### config.mk
export PLATFORM = sky130hd
export DESIGN_NAME = motor_soft_start
export DESIGN_NICKNAME = d
export VERILOG_FILES = /design/src/rtl/motor_soft_start.sv
export SDC_FILE = /design/constraint.sdc
export NUM_CORES = 1
export LEC_CHECK = 0
export CORE_MARGIN = 3
export CORE_UTILIZATION = 60
export DETAILED_ROUTE_END_ITERATION = 6
export PLACE_DENSITY = 0.84
export SLEW_MARGIN = 15
export SYNTH_ARGS = -nofsm -noshare
export SYNTH_HDL_FRONTEND = slang
export SYNTH_SLANG_ARGS = --single-unit
### constraint.sdc
create_clock -name i_clk -period 5.6 [get_ports i_clk]
set_input_delay 1.68 -clock i_clk [delete_from_list [all_inputs] [get_ports i_clk]]
set_output_delay 1.68 -clock i_clk [all_outputs]
set_load 0.01 [all_outputs]
### src/rtl/motor_soft_start.sv
// motor_soft_start
// Soft-start / soft-stop PWM generator for the fan motor output stage.
// Instead of jumping straight to a fixed duty level, the applied duty is
// walked toward the target in STEP-sized increments, one step every
// RAMP_PERIODS PWM periods, and only ever updated at a period boundary.
// A level-sensitive emergency stop forces the output off on the next edge.
//
// Ports:
//   i_clk        core clock
//   i_reset      asynchronous, active-high reset
//   i_pwm_state  requested speed: 0 off, 1/2/3 speed levels, 4-7 treated as off
//   i_estop      level, active-high emergency stop
//   o_pwm        registered motor PWM
//   o_duty       currently applied duty, in counts
//   o_state      ramp state: 0 IDLE, 1 RAMP_UP, 2 RAMP_DOWN, 3 HOLD
//   o_at_target  applied duty equals target and no emergency stop
module motor_soft_start #(
    parameter int PERIOD       = 1000,
    parameter int RAMP_PERIODS = 10,
    parameter int STEP         = 50,
    parameter int DUTY1        = 250,
    parameter int DUTY2        = 500,
    parameter int DUTY3        = 750
) (
    input  logic       i_clk,
    input  logic       i_reset,
    input  logic [2:0] i_pwm_state,
    input  logic       i_estop,
    output logic       o_pwm,
    output logic [9:0] o_duty,
    output logic [1:0] o_state,
    output logic       o_at_target
);

    typedef enum logic [1:0] {
        IDLE      = 2'd0,
        RAMP_UP   = 2'd1,
        RAMP_DOWN = 2'd2,
        HOLD      = 2'd3
    } state_t;

    localparam int RW = (RAMP_PERIODS > 1) ? $clog2(RAMP_PERIODS) : 1;
    localparam logic [9:0]    CNT_MAX  = 10'(PERIOD - 1);
    localparam logic [RW-1:0] RCNT_MAX = RW'(RAMP_PERIODS - 1);
    localparam logic [10:0]   STEP_W   = 11'(STEP);

    logic [9:0]    cnt_q;
    logic [RW-1:0] rcnt_q;
    logic [9:0]    duty_q;
    state_t        state_q;
    logic          pwm_q;

    logic          ptick;
    logic          stick;
    logic [RW-1:0] rcntInc;
    logic [9:0]    target;
    logic [10:0]   upSum;
    logic [9:0]    downDiff;
    logic [9:0]    dutyUp_d;
    logic [9:0]    dutyDown_d;

    assign ptick   = (cnt_q == CNT_MAX);
    assign stick   = ptick && (rcnt_q == RCNT_MAX);
    assign rcntInc = (rcnt_q == RCNT_MAX) ? '0 : rcnt_q + 1'b1;

    // Speed level to target duty; undefined levels mean "off".
    always_comb begin
        target = 10'd0;
        case (i_pwm_state)
            3'd1:    target = 10'(DUTY1);
            3'd2:    target = 10'(DUTY2);
            3'd3:    target = 10'(DUTY3);
            default: target = 10'd0;
        endcase
    end

    // Candidate duty for this cycle in each ramp direction. The up path
    // uses an 11-bit sum so duty+STEP cannot wrap before the clamp; the
    // down path clamps on the distance to target so it cannot underflow.
    // Both hold the current duty except on a step tick.
    always_comb begin
        upSum      = {1'b0, duty_q} + STEP_W;
        downDiff   = duty_q - target;
        dutyUp_d   = duty_q;
        dutyDown_d = duty_q;
        if (stick) begin
            dutyUp_d   = (upSum > {1'b0, target}) ? target : upSum[9:0];
            dutyDown_d = ({1'b0, downDiff} <= STEP_W) ? target : duty_q - STEP_W[9:0];
        end
    end

    // Free-running PWM period counter.
    always_ff @(posedge i_clk or posedge i_reset) begin
        if (i_reset) begin
            cnt_q <= 10'd0;
        end else begin
            cnt_q <= ptick ? 10'd0 : cnt_q + 10'd1;
        end
    end

    // Ramp FSM. Duty only moves on a step tick (which is always a period
    // tick), so a new duty starts cleanly at the next period. A reversal
    // mid-ramp keeps the ramp counter so the step cadence is not restarted.
    always_ff @(posedge i_clk or posedge i_reset) begin
        if (i_reset) begin
            state_q <= IDLE;
            duty_q  <= 10'd0;
            rcnt_q  <= '0;
        end else if (i_estop) begin
            state_q <= IDLE;
            duty_q  <= 10'd0;
            rcnt_q  <= '0;
        end else begin
            case (state_q)
                IDLE: begin
                    duty_q <= 10'd0;
                    if (target != 10'd0) begin
                        state_q <= RAMP_UP;
                        rcnt_q  <= '0;
                    end
                end
                RAMP_UP: begin
                    if (ptick) rcnt_q <= rcntInc;
                    if (target < duty_q) begin
                        state_q <= RAMP_DOWN;
                    end else begin
                        duty_q <= dutyUp_d;
                        if (dutyUp_d == target) state_q <= (target == 10'd0) ? IDLE : HOLD;
                    end
                end
                RAMP_DOWN: begin
                    if (ptick) rcnt_q <= rcntInc;
                    if (target > duty_q) begin
                        state_q <= RAMP_UP;
                    end else begin
                        duty_q <= dutyDown_d;
                        if (dutyDown_d == target) state_q <= (target == 10'd0) ? IDLE : HOLD;
                    end
                end
                HOLD: begin
                    if (target > duty_q) begin
                        state_q <= RAMP_UP;
                        rcnt_q  <= '0;
                    end else if (target < duty_q) begin
                        state_q <= RAMP_DOWN;
                        rcnt_q  <= '0;
                    end
                end
                default: begin
                    state_q <= IDLE;
                    duty_q  <= 10'd0;
                    rcnt_q  <= '0;
                end
            endcase
        end
    end

    // Registered PWM compare; lags the period counter by one cycle.
    always_ff @(posedge i_clk or posedge i_reset) begin
        if (i_reset) begin
            pwm_q <= 1'b0;
        end else begin
            pwm_q <= (cnt_q < duty_q) && !i_estop;
        end
    end

    assign o_pwm       = pwm_q;
    assign o_duty      = duty_q;
    assign o_state     = state_q;
    assign o_at_target = (duty_q == target) && !i_estop;

endmodule

* Yosys cells after proc, flatten, opt, wreduce, memory -nomap -nowiden
Cells that the tools add are included.
** Cells by class
- Reductions and logical operators :: 12
- Magnitude comparators :: 5
- Multiplexer cells :: 27
- Add/subtract/negate cells :: 5
- Eq/ne operators :: 18
** Operators with widths (number)
- $mux 10 :: 8
- $pmux 10 s3 :: 2
- $eq 10x10->1 :: 3
- $mux 4 :: 6
- $lt 10x10->1 :: 2
- $mux 2 :: 9
- $ne 4x4->1 const B :: 3
- $pmux 4 s3 :: 1
- $add 10x6->11 const B :: 1
- $gt 11x10->1 :: 1
- $add 10x1->10 const B :: 1
- $eq 10x10->1 const B :: 1
- $gt 10x10->1 :: 1
- $le 10x6->1 const B :: 1
- $logic_not 10->1 :: 1
- $reduce_bool 10->1 :: 1
- $sub 10x10->10 :: 1
- $sub 10x6->10 const B :: 1
- $ne 3x3->1 const B :: 3
- $pmux 2 s4 :: 1
- $eq 3x2->1 const B :: 2
- $reduce_and 3->1 :: 2
- $add 4x1->4 const B :: 1
- $eq 2x2->1 const B :: 2
- other kinds (10) :: 12
** Storage, ports and cells
- Input port bits :: 6
- Output and inout port bits :: 14
- Register bits :: 27

* Depth between registers and ports, before layout
Gate-level depths: netlist (run 1).
- Depth after elaboration :: 11
- Depth in mapped cells :: 18

* Worst setup path before layout (run 1)
OpenSTA, ideal clock, no wires.
- Path type :: in2reg
- Start point :: in i_pwm_state[0]
- End point :: reg state_q[1] (netlist: o_state[1])
- Path buffers :: 3
- Arrival time :: 5405 ps
- Required time :: 5475 ps
- Stages on the path :: 18
- Slack :: 70 ps
- Setup time :: 125 ps
- Cells stage by stage :: clkbuf_1 -> nor2_1 -> nor2_1 -> clkinv_1 -> ha_1 -> buf_6 -> or4b_1 -> a21oi_1 -> a32oi_1 -> nand4_2 -> nor3_4 -> buf_6 -> nand2_1 -> o221ai_2 -> or4_1 -> a211oi_2 -> o211ai_2 -> mux2_4
** On the way
- Cells in the longest elaborated chain, start to end :: 9
** Ends and longest elaborated chain
- start, declared :: RTL line 27 : input logic [2:0] i_pwm_state,
- $eq 3x2->1 / $eq 3x1->1 (equally long branches) :: RTL line 69 : case (i_pwm_state)
- $pmux 10 s3 (*) :: RTL line 69
- $sub 10x10->10 :: RTL line 83 : downDiff = duty_q - target;
- $le 10x6->1 :: RTL line 88 : dutyDown_d = ({1'b0, downDiff} <= STEP_W) ? target : duty_q - STEP_W[9:0];
- $mux 10 :: RTL line 88
- $mux 10 :: RTL line 86 : if (stick) begin
- $eq 10x10->1 :: RTL line 137 : if (dutyDown_d == target) state_q <= (target == 10'd0) ? IDLE : HOLD;
- $ne 4x4->1 (no line)
- $reduce_and 4->1 (no line)
- end signal, assigned :: RTL line 128 : if (dutyUp_d == target) state_q <= (target == 10'd0) ? IDLE : HOLD;
- end signal, assigned :: RTL line 137
- end, declared :: RTL line 50 : state_t state_q;
Every way passes the cells marked *; elsewhere a longest branch is shown, timed or not. The select of a mux whose other input is x is not followed.
A chain may end at the register's enable or synchronous reset.

* Worst setup path in the final report (run 1)
- Start point :: in i_pwm_state[2]
- End point :: reg state_q[1] (netlist: o_state[1])
Same word-level chain as after synthesis.

==> results of run 1 <==
-- per-layer routing --
layer / routed length, um / vias to the layer above
met2: 5654 / 214
met5: 0 / -
met1: 5008 / 1936
met3: 946 / 51
met4: 606 / 0
li1: - / 1979
-- worst paths after layout --
| path | to | cells past startpoint | startpoint | slack (ns) |
|---|---|---|---|---|
| max | o_state[1] | 17 | i_pwm_state[2] | 0.35 |
| min in group asynchronous | cnt_q[7] | 2 | i_reset | 1.80 |
| min | rcnt_q[3] | 1 | rcnt_q[3] | 0.49 |
| max reg2reg | o_state[1] | 17 | o_duty[1] | 0.85 |
| min reg2reg | rcnt_q[3] | 1 | rcnt_q[3] | 0.49 |
| max in group asynchronous | o_duty[9] | 2 | i_reset | 3.33 |
-- cells in the final DEF, fill, tap and decap left out, types with 10 or more instances in the layout --
master and n:
o21ai_0 40, nor2_1 43, dfrtp_1 27, clkdlybuf4s50_1 15, buf_4 61, a21o_1 10, ha_1 32, nand2b_1 15
nand2_1 41, nor3_1 14, inv_1 18, xnor2_1 11, nand3_1 20, a21oi_1 38
-- final cells by class --
class                      count  area [um2]
clock buffer                   4       45.04
fill                         459        1459
inverter                      24       90.09
multi-input combinational    416        2939
sequential                    27       675.6
tap                           75       93.84
timing repair buffer          83       688.2
-- power groups by stage --
stage	clock, mW	sequential [mW]	combinational (mW)
6_report	0.115	0.210	0.277
5_1_grt	0.125	0.212	0.297
4_1_cts	0.116	0.210	0.254
3_5_place_dp	0	0.214	0.253
3_3_place_gp	0	0.213	0.245
2_1_floorplan	0	0.214	0.159
-- registers in the layout, summed over array words and instances, names as in the netlist --
name and flops:
o_state 2, cnt_q 10, o_pwm 1, rcnt_q 4, o_duty 10
-- cells by family after synthesis --
| logic type | Yosys count | share of synthesized area (%) |
|---|---|---|
| adder cells (fa/ha/maj) | 38 | 12.92 |
| AND/OR/NAND/NOR | 182 | 25.60 |
| flip-flops | 27 | 18.07 |
| multiplexers | 4 | 1.339 |
| AO/OA/AOI/OAI | 175 | 32.26 |
| buffers and inverters | 53 | 5.823 |
| XOR/XNOR | 17 | 3.983 |
-- critical path: cells and delay by family --
| family | cells | cell delay, ns |
|---|---|---|
| muxes | 3 | 0.88 |
| and+or+nand+nor | 5 | 1.19 |
| AOI/OAI and AO/OA | 4 | 0.78 |
| buffers and inverters | 4 | 0.63 |
| adders and majority gates | 1 | 0.28 |
-- repair_timing --
item | CTS | global route
setup buffers | 0 | 9
endpoints found under the setup margin | 1 | 3
pin swaps | 0 | 10
resized for setup | 2 | 26
-- stage by stage --
step / total power [mW] / instance area (um2) / TNS, ns / hold slack (ns)
4_1_cts: 0.5798 / 4354 / 0 / 0.4873
3_5_place_dp: 0.4670 / 4308 / -0.5541 / 0.4709
2_1_floorplan: 0.3731 / 3739 / 0 / 0.4451
3_3_place_gp: 0.4586 / 4308 / -0.2877 / 0.4636
6_report: 0.6029 / 4532 / 0 / 0.4914
5_1_grt: 0.6344 / 4532 / 0 / 0.5052
==> flow_summary_export.csv, run 1 <==
group,metric,value,unit
outcome,status,"complete, no violations",
yosys,yosysTopAreaCellShare,18.07,%
run,max_cap_viol_count,0,
clock_tree,clk_path_buf_depth,2,
global_routing,grt_pass1_vias,3969,
clock_tree,tritoncts,"built",
yosys,synth.most_common_cell,"nor2_1",
clock_tree,cts_root_buf,"clkbuf_8",
timing,relSlewSlack,33.48,%
yosys,synth.distinct_cells,76,
yosys,netlist_instances,496,
power_and_ir_drop,p_seq_share,34.9,%
timing,rsz0062_at_grt,"no",
timing,final.setup.worst_slack,0.3451,ns
worst_hold_path,hp-class,"flop to flop",
floorplanning,die-area,7214,um2
global_routing,grt_use_met2,54.80,%
timing,period_needed,5.255,ns
clock_tree,clk_latency,0.28,ns
yosys,yosys-top-cells-area,"dfrtp_1, ha_1, o21ai_0",
yosys,synthesis.nets,540,
global_routing,met1_usage,43.99,%
cells_and_area,drive_gt1_share,18.23,%
yosys,synth.top_cells.by_count,"nor2_1, nand2_1, o21ai_0",
yosys,synthFlopType,"dfrtp_1",
yosys,synthArstFlopShare,100.0,%
placed_design,port_buffers,19,
floorplanning,num_io_pins,20,
cells_and_area,layout.cells.non_filler,629,
setup_path,worstPathCellList,"dlymetal6s2s_1 > buf_4 > nand2b_1 > buf_4 > ha_1 > nor2b_4 > o31ai_4 > nand3_2 > mux2_4 > nor3_4 > buf_4 > mux2i_1 > a22oi_1 > or4_1 > a211oi_2 > o211ai_2 > mux2_4",
drt,firstDrtPassIters,5,
power_and_ir_drop,switching_share,38.68,%
setup_path,path_class,"input port to flop",
floorplanning,rows,28,
global_routing,grt.total_usage,33.38,%
timing,skew,0.01177,ns
power_and_ir_drop,power_density,133.0,nW/um2
power_and_ir_drop,p_int,0.3697,mW
setup_path,cp_data_arrival_time,5.43,ns
global_routing,grt-ovfl-total,0,
yosys,yosys.area.top_type,"dfrtp_1",
setup_path,start_kind,"input port",
global_routing,busiest_layer,"met2",
timing,layout_worst_path_cycle_share,93.84,%
power_and_ir_drop,vdd_drop_max,0.0001674,V
global_routing,grt_antenna_before_repair,0,
yosys,synth_area,3739,um2
global_routing,grt_max_degree,28,
power_and_ir_drop,p_comb_share,46.0,%
setup_path,worstPathRequired,5.78,ns
yosys,synth_edf_count,0,
global_routing,grt_pass1_wl,19620,um
drt,wl_per_cell,19.42,um
yosys,yosys_register_bits,27,
placed_design,hpwlAfterDp,8989,um
setup_path,slowest_delay,0.46,ns
floorplanning,die_h,84.94,um
timing,slew_violations,0,
placed_design,dp_cells,616,
placed_design,pre_cts_ws,-0.2628,ns
timing,tightest_slew,0.9916,ns
cells_and_area,num_antenna_cells,0,
floorplanning,die_w,84.94,um
clock_tree,cts-buffers-inserted,3,
cells_and_area,syn_to_final_growth,21.22,%
clock_tree,clk_pin_slew,0.10,ns
drt,ant_nets,0,
setup_path,slowest_stage,"or4_1",
setup_path,cp_common_cell,"buf_4",
drt,drt_wl_total,12220,um
power_and_ir_drop,power.switching,0.2332,mW
floorplanning,core,5991,um2
power_and_ir_drop,clockPowerShare,19.1,%
yosys,yosysSeqAreaShare,18.07,%
timing,setup_viol,0,
drt,drc,0,
cells_and_area,final_nets,599,
cells_and_area,final_core_utilization,75.65,%
timing,finalHoldViolCount,0,
setup_path,worstPathMaxFanout,5,
power_and_ir_drop,power.leakage,1.865,nW
global_routing,met3_usage,4.466,%
clock_tree,clock-sinks,27,
drt,vias_per_cell,6.645,
clock_tree,htreeDepth,1,
clock_tree,hold_buffers,0,
yosys,yosys_warnings,0,
placed_design,gp_congestion,0.9949,
yosys,avgSynthCellArea,7.537,um2
setup_path,cp-end-kind,"flop",
drt,vias,4180,
floorplanning,start_util,62.41,%
timing,fmax,190.3,MHz
drt,drt_iter0_markers,356,
Power figures use the tool's default switching activity.
==> inputs of run 2 (changes only) <==
--- a/config.mk
+++ b/config.mk
@@ -6,9 +6,10 @@
 export NUM_CORES = 1
 export LEC_CHECK = 0
 export CORE_MARGIN = 3
-export CORE_UTILIZATION = 60
+export CORE_UTILIZATION = 55
 export DETAILED_ROUTE_END_ITERATION = 6
-export PLACE_DENSITY = 0.84
+export GPL_TIMING_DRIVEN = 0
+export PLACE_DENSITY = 0.78
 export SLEW_MARGIN = 15
 export SYNTH_ARGS = -nofsm -noshare
 export SYNTH_HDL_FRONTEND = slang
==> constraint.sdc (replaced) <==
create_clock -name i_clk -period 5.9 [get_ports i_clk]
set_input_delay 1.77 -clock i_clk [delete_from_list [all_inputs] [get_ports i_clk]]
set_output_delay 1.77 -clock i_clk [all_outputs]
set_load 0.01 [all_outputs]
==> flow_summary_export.csv, run 2 (same netlist as run 1, synthesis figures left out) <==
group,metric,value,unit
setup_path,worstReg2RegStart,"o_duty[1]",
setup_path,worstPathRequired,6.07,ns
setup_path,worst-path-stages,19,
clock_tree,clk_pin_slew,0.10,ns
drt,vias_per_cell,6.972,
cells_and_area,final_nets,569,
global_routing,grt-ovfl-total,0,
timing,relSlewSlack,25.06,%
clock_tree,cts-buffers-inserted,3,
drt,ant_nets,0,
timing,layout_worst_path_cycle_share,97.96,%
placed_design,hpwlAfterDp,9356,um
setup_path,reg2reg_to,"o_state[1]",
setup_path,worstSetupEndpoint,"o_state[1]",
clock_tree,clk_latency,0.28,ns
clock_tree,clk_path_buf_depth,2,
setup_path,start_kind,"input port",
drt,drt_wl_total,12560,um
cells_and_area,multiInputGateArea,2929,um2
power_and_ir_drop,p_total,0.5405,mW
cells_and_area,num_antenna_cells,0,
placed_design,gp_congestion,0.9546,
setup_path,cp_top_family,"compound AO/OA/AOI/OAI gates",
power_and_ir_drop,vdd_drop_max,0.0001812,V
placed_design,port_buffers,18,
worst_hold_path,hp-class,"flop to flop",
global_routing,grt_max_degree,28,
placed_design,pre_cts_ws,-0.9571,ns
timing,final.setup.worst_slack,0.1205,ns
power_and_ir_drop,clockPowerShare,20.0,%
timing,tns,0,ns
setup_path,slowest_delay,0.52,ns
power_and_ir_drop,switching_share,39.92,%
timing,finalHoldViolCount,0,
cells_and_area,seq_area,675.6,um2
setup_path,path_class,"input port to flop",
power_and_ir_drop,power.leakage,1.644,nW
floorplanning,rows,29,
setup_path,path_buf_inv,5,
timing,fmax,173.0,MHz
timing,tightest_slew,1.114,ns
clock_tree,tritoncts,"built",
power_and_ir_drop,p_comb_share,43.0,%
timing,skew,0.004794,ns
floorplanning,num_io_pins,20,
drt,drc,0,
floorplanning,die_w,88.45,um
setup_path,cp_data_arrival_time,5.95,ns
timing,setup_viol,0,
cells_and_area,syn_to_final_growth,12.88,%
global_routing,grt_pass1_wl,19620,um
clock_tree,clock-sinks,27,
setup_path,r2r_cells,18,
drt,drt_iter0_markers,361,
power_and_ir_drop,power.switching,0.2158,mW
setup_path,critPathLaunch,"i_pwm_state[0]",
run,max_cap_viol_count,0,
setup_path,cp-end-kind,"flop",
drt,firstDrtPassIters,5,
outcome,status,"complete, no violations",
cells_and_area,final_cell_mix,"nor2_1, nand2_1, o21ai_0",
power_and_ir_drop,power_density,128.1,nW/um2
global_routing,grt.total_usage,32.32,%
floorplanning,core,6459,um2
setup_path,slowest_stage,"clkdlybuf4s50_1",
power_and_ir_drop,p_int,0.3247,mW
drt,wl_per_cell,20.90,um
setup_path,worstPathMaxFanout,9,
cells_and_area,nFillCells,581,
global_routing,grt_antenna_before_repair,0,
power_and_ir_drop,p_seq_share,37.0,%
floorplanning,start_util,57.88,%
timing,period_needed,5.779,ns
clock_tree,cts_root_buf,"clkbuf_8",
floorplanning,die_h,88.45,um
cells_and_area,final_common_cell,"nor2_1",
global_routing,grt_pass1_vias,3869,
setup_path,worstPathCellList,"clkdlybuf4s50_1 > buf_6 > nor2_1 > nor2_2 > clkinv_4 > ha_1 > buf_6 > o21ai_0 > and3_1 > a2111oi_4 > nand4_4 > buf_4 > o41ai_1 > nand2_1 > a211oi_1 > o41ai_1 > a211oi_2 > o211ai_2 > mux2_4",
timing,slew_violations,0,
setup_path,reg2reg_slack,1.04,ns
clock_tree,htreeDepth,1,
drt,vias,4190,
cells_and_area,drive_gt1_share,9.924,%
floorplanning,die-area,7823,um2
[run 2: changes by cell type in the layout (fill, tap and decap cells not counted), moves of 2 or more]
cell            delta
clkbuf_2           +2
o31ai_2            +2
inv_1              +2
clkinv_2           +3
inv_2              -3
clkinv_1           -2
dlymetal6s2s_1     -2
ha_4               -3
buf_4             -54
clkbuf_1          +21
ha_1               +2
[run 2: layer usage]
metal | wire [um] | GRT usage (%) | share of wire, %
met3 | 1192 | 4.842 | 9.5
met4 | 409 | 11.95 | 3.3
met5 | 0 | 0 | 0
met2 | 5897 | 54.38 | 47
met1 | 5063 | 41.94 | 40
[run 2: cell type report]
class	instances	share of cell area [%]
Sequential cell	27	16.01
Buffer	28	3.469
Tap cell	77	2.283
Clock inverter	1	0.1186
Clock buffer	3	0.9784
Inverter	24	2.312
Multi-Input combinational cell	416	69.40
Timing Repair Buffer	25	5.425
[run 2: worst min path at each step]
stage          startpoint   endpoint  slack, ns  cells past startpoint
3_3_place_gp    rcnt_q[3]  rcnt_q[3]       0.47                      1
5_1_grt         rcnt_q[3]  rcnt_q[3]       0.50                      1
3_5_place_dp    rcnt_q[3]  rcnt_q[3]       0.47                      1
4_1_cts         rcnt_q[3]  rcnt_q[3]       0.49                      1
2_1_floorplan   rcnt_q[3]  rcnt_q[3]       0.45                      1
6_report        rcnt_q[3]  rcnt_q[3]       0.49                      1
[run 2: power by group through the flow]
| stage | Combinational (mW) | Clock (mW) | Sequential, mW |
|---|---|---|---|
| after floorplan | 0.151 | 0 | 0.203 |
| after global placement | 0.207 | 0 | 0.203 |
| after detailed placement | 0.210 | 0 | 0.204 |
| after CTS | 0.219 | 0.110 | 0.200 |
| after global routing | 0.250 | 0.116 | 0.201 |
| final | 0.232 | 0.108 | 0.200 |
[run 2: repair_timing]
item | in CTS | in global routing
pin swaps | 3 | 8
setup endpoints to repair | 16 | 3
hold buffers | 0 | 0
resized for setup | 22 | 16
buffers inserted | 3 | 4
[run 2: stage by stage]
| stage | hold slack (ns) | util [%] | std cells | area [um2] |
|---|---|---|---|---|
| global placement | 0.4743 | 62.17 | 591 | 4015 |
| floorplan | 0.4451 | - | 496 | 3739 |
| finish | 0.4912 | 65.34 | 601 | 4220 |
| CTS | 0.4909 | 64.37 | 597 | 4158 |
| global route | 0.5012 | 65.34 | 601 | 4220 |
| detailed placement | 0.4739 | 62.17 | 591 | 4015 |
==> inputs of run 3 (changes only) <==
--- a/config.mk
+++ b/config.mk
@@ -7,9 +7,11 @@
 export LEC_CHECK = 0
 export CORE_MARGIN = 3
 export CORE_UTILIZATION = 55
+export CTS_BUF_LIST = sky130_fd_sc_hd__clkbuf_2 sky130_fd_sc_hd__clkbuf_4 sky130_fd_sc_hd__clkbuf_8
 export DETAILED_ROUTE_END_ITERATION = 6
 export GPL_TIMING_DRIVEN = 0
 export PLACE_DENSITY = 0.78
+export SETUP_SLACK_MARGIN = 0.15
 export SLEW_MARGIN = 15
 export SYNTH_ARGS = -nofsm -noshare
 export SYNTH_HDL_FRONTEND = slang
==> flow_summary_export.csv, run 3 (same netlist as run 1, synthesis figures left out) <==
group,metric,value,unit
clock_tree,clk_latency,0.28,ns
floorplanning,core,6459,um2
placed_design,gp_congestion,0.9546,
placed_design,port_buffers,18,
floorplanning,die_h,88.45,um
cells_and_area,final_nets,571,
setup_path,worstPathCellList,"buf_2 > nand2b_1 > clkbuf_4 > clkinv_4 > fa_1 > nand2b_1 > a211o_1 > a32oi_2 > nand4_4 > nor3_4 > buf_6 > a21oi_1 > o2bb2ai_1 > or4_1 > a211oi_2 > o211ai_2 > mux2_4",
power_and_ir_drop,vdd_drop_max,0.0001809,V
timing,fmax,181.9,MHz
clock_tree,clock-sinks,27,
power_and_ir_drop,p_seq_share,36.8,%
drt,drc,0,
setup_path,start_kind,"input port",
timing,skew,0.007728,ns
setup_path,slowest_delay,0.53,ns
setup_path,cp_common_cell,"nand2b_1",
outcome,status,"complete, no violations",
timing,relSlewSlack,26.04,%
setup_path,path_class,"input port to flop",
cells_and_area,final_cell_mix,"nor2_1, nand2_1, o21ai_0",
placed_design,postPlaceCellArea,4015,um2
timing,whs,0.4916,ns
clock_tree,cts-buffers-inserted,3,
power_and_ir_drop,power.leakage,1.663,nW
run,max_cap_viol_count,0,
clock_tree,cts_root_buf,"clkbuf_8",
setup_path,path_buf_inv,4,
cells_and_area,final_core_utilization,66.16,%
power_and_ir_drop,p_int,0.3262,mW
floorplanning,die-area,7823,um2
timing,tightest_slew,1.099,ns
power_and_ir_drop,power.switching,0.2174,mW
cells_and_area,final_common_cell,"nor2_1",
floorplanning,rows,29,
drt,wl_per_cell,20.86,um
setup_path,worstPathRequired,6.08,ns
global_routing,grt.total_usage,32.73,%
global_routing,grt_antenna_before_repair,0,
drt,firstDrtPassIters,5,
setup_path,cp_top_family,"simple AND/OR/NAND/NOR gates",
floorplanning,die_w,88.45,um
worst_hold_path,hp-class,"flop to flop",
drt,drt_wl_total,12580,um
setup_path,worstPathMaxFanout,8,
timing,finalHoldViolCount,0,
cells_and_area,drive_gt1_share,10.65,%
placed_design,pre_cts_ws,-0.9571,ns
setup_path,cp-end-kind,"flop",
setup_path,cp_data_arrival_time,5.68,ns
clock_tree,clk_path_buf_depth,2,
power_and_ir_drop,p_comb_share,43.0,%
clock_tree,tritoncts,"built",
cells_and_area,stdcell_area,4273,um2
drt,vias_per_cell,6.993,
timing,final.setup.worst_slack,0.4021,ns
timing,slew_violations,0,
timing,layout_worst_path_cycle_share,93.18,%
timing,period_needed,5.498,ns
clock_tree,htreeDepth,1,
global_routing,grt-ovfl-total,0,
placed_design,dp_cells,591,
global_routing,grt_pass1_wl,19850,um
setup_path,slowest_stage,"or4_1",
power_and_ir_drop,power_density,127.2,nW/um2
power_and_ir_drop,switching_share,39.99,%
drt,ant_nets,0,
drt,drt_iter0_markers,368,
cells_and_area,layout.cells.non_filler,603,
cells_and_area,syn_to_final_growth,14.29,%
placed_design,hpwlAfterDp,9356,um
cells_and_area,num_antenna_cells,0,
timing,setup_viol,0,
floorplanning,num_io_pins,20,
clock_tree,clk_pin_slew,0.10,ns
floorplanning,start_util,57.88,%
timing,rsz0062_at_grt,"no",
global_routing,grt_pass1_vias,3896,
global_routing,grt_max_degree,28,
drt,vias,4217,
power_and_ir_drop,clockPowerShare,20.1,%
run 3: path summary, 6_finish.rpt:
kind | start | to | slack, ns | depth (start not counted)
hold reg to reg | rcnt_q[3] | rcnt_q[3] | 0.49 | 1
hold / removal | rcnt_q[3] | rcnt_q[3] | 0.49 | 1
min in group asynchronous | i_reset | rcnt_q[0] | 2.04 | 2
max in group asynchronous | i_reset | cnt_q[0] | 3.21 | 2
setup / recovery | i_pwm_state[2] | o_state[1] | 0.40 | 17
setup reg to reg | o_duty[1] | o_state[1] | 1.04 | 18
run 3: area by class of cell:
type | count | area [um2]
clock buffers | 3 | 41.29
well taps | 77 | 96.34
multi-input cells | 416 | 2955
repair buffers | 26 | 239.0
inverters | 24 | 105.1
fillers | 575 | 2186
flip-flops and latches | 27 | 675.6
plain buffers | 29 | 155.1
clock inverters | 1 | 5.005
run 3: power by group through the flow:
| stage | sequential, mW | clock [mW] | combinational (mW) |
|---|---|---|---|
| floorplan | 0.203 | 0 | 0.151 |
| global placement | 0.203 | 0 | 0.207 |
| detailed placement | 0.204 | 0 | 0.210 |
| CTS | 0.200 | 0.110 | 0.221 |
| global route | 0.201 | 0.116 | 0.252 |
| finish | 0.200 | 0.109 | 0.234 |
run 3: layer usage:
metal | vias to the layer above | global-route usage [%] | share of wire [%]
met4 | 0 | 10.58 | 3.7
li1 | 1926 | - | -
met5 | - | 0 | 0
met3 | 49 | 5.028 | 9.0
met2 | 243 | 56.08 | 47
met1 | 1999 | 42.17 | 41
run 3: timing repair:
action | 4_1_cts | 5_1_grt
resized for setup | 33 | 13
endpoints found under the setup margin | 17 | 6
buffers inserted | 4 | 4
pin swaps | 7 | 7
hold buffers | 0 | 0
run 3: metrics by stage:
stage	power (mW)	setup TNS [ns]
floorplan	0.3542	0
global placement	0.4100	-7.478
detailed placement	0.4139	-9.134
CTS	0.5308	0
global route	0.5692	0
finish	0.5436	0
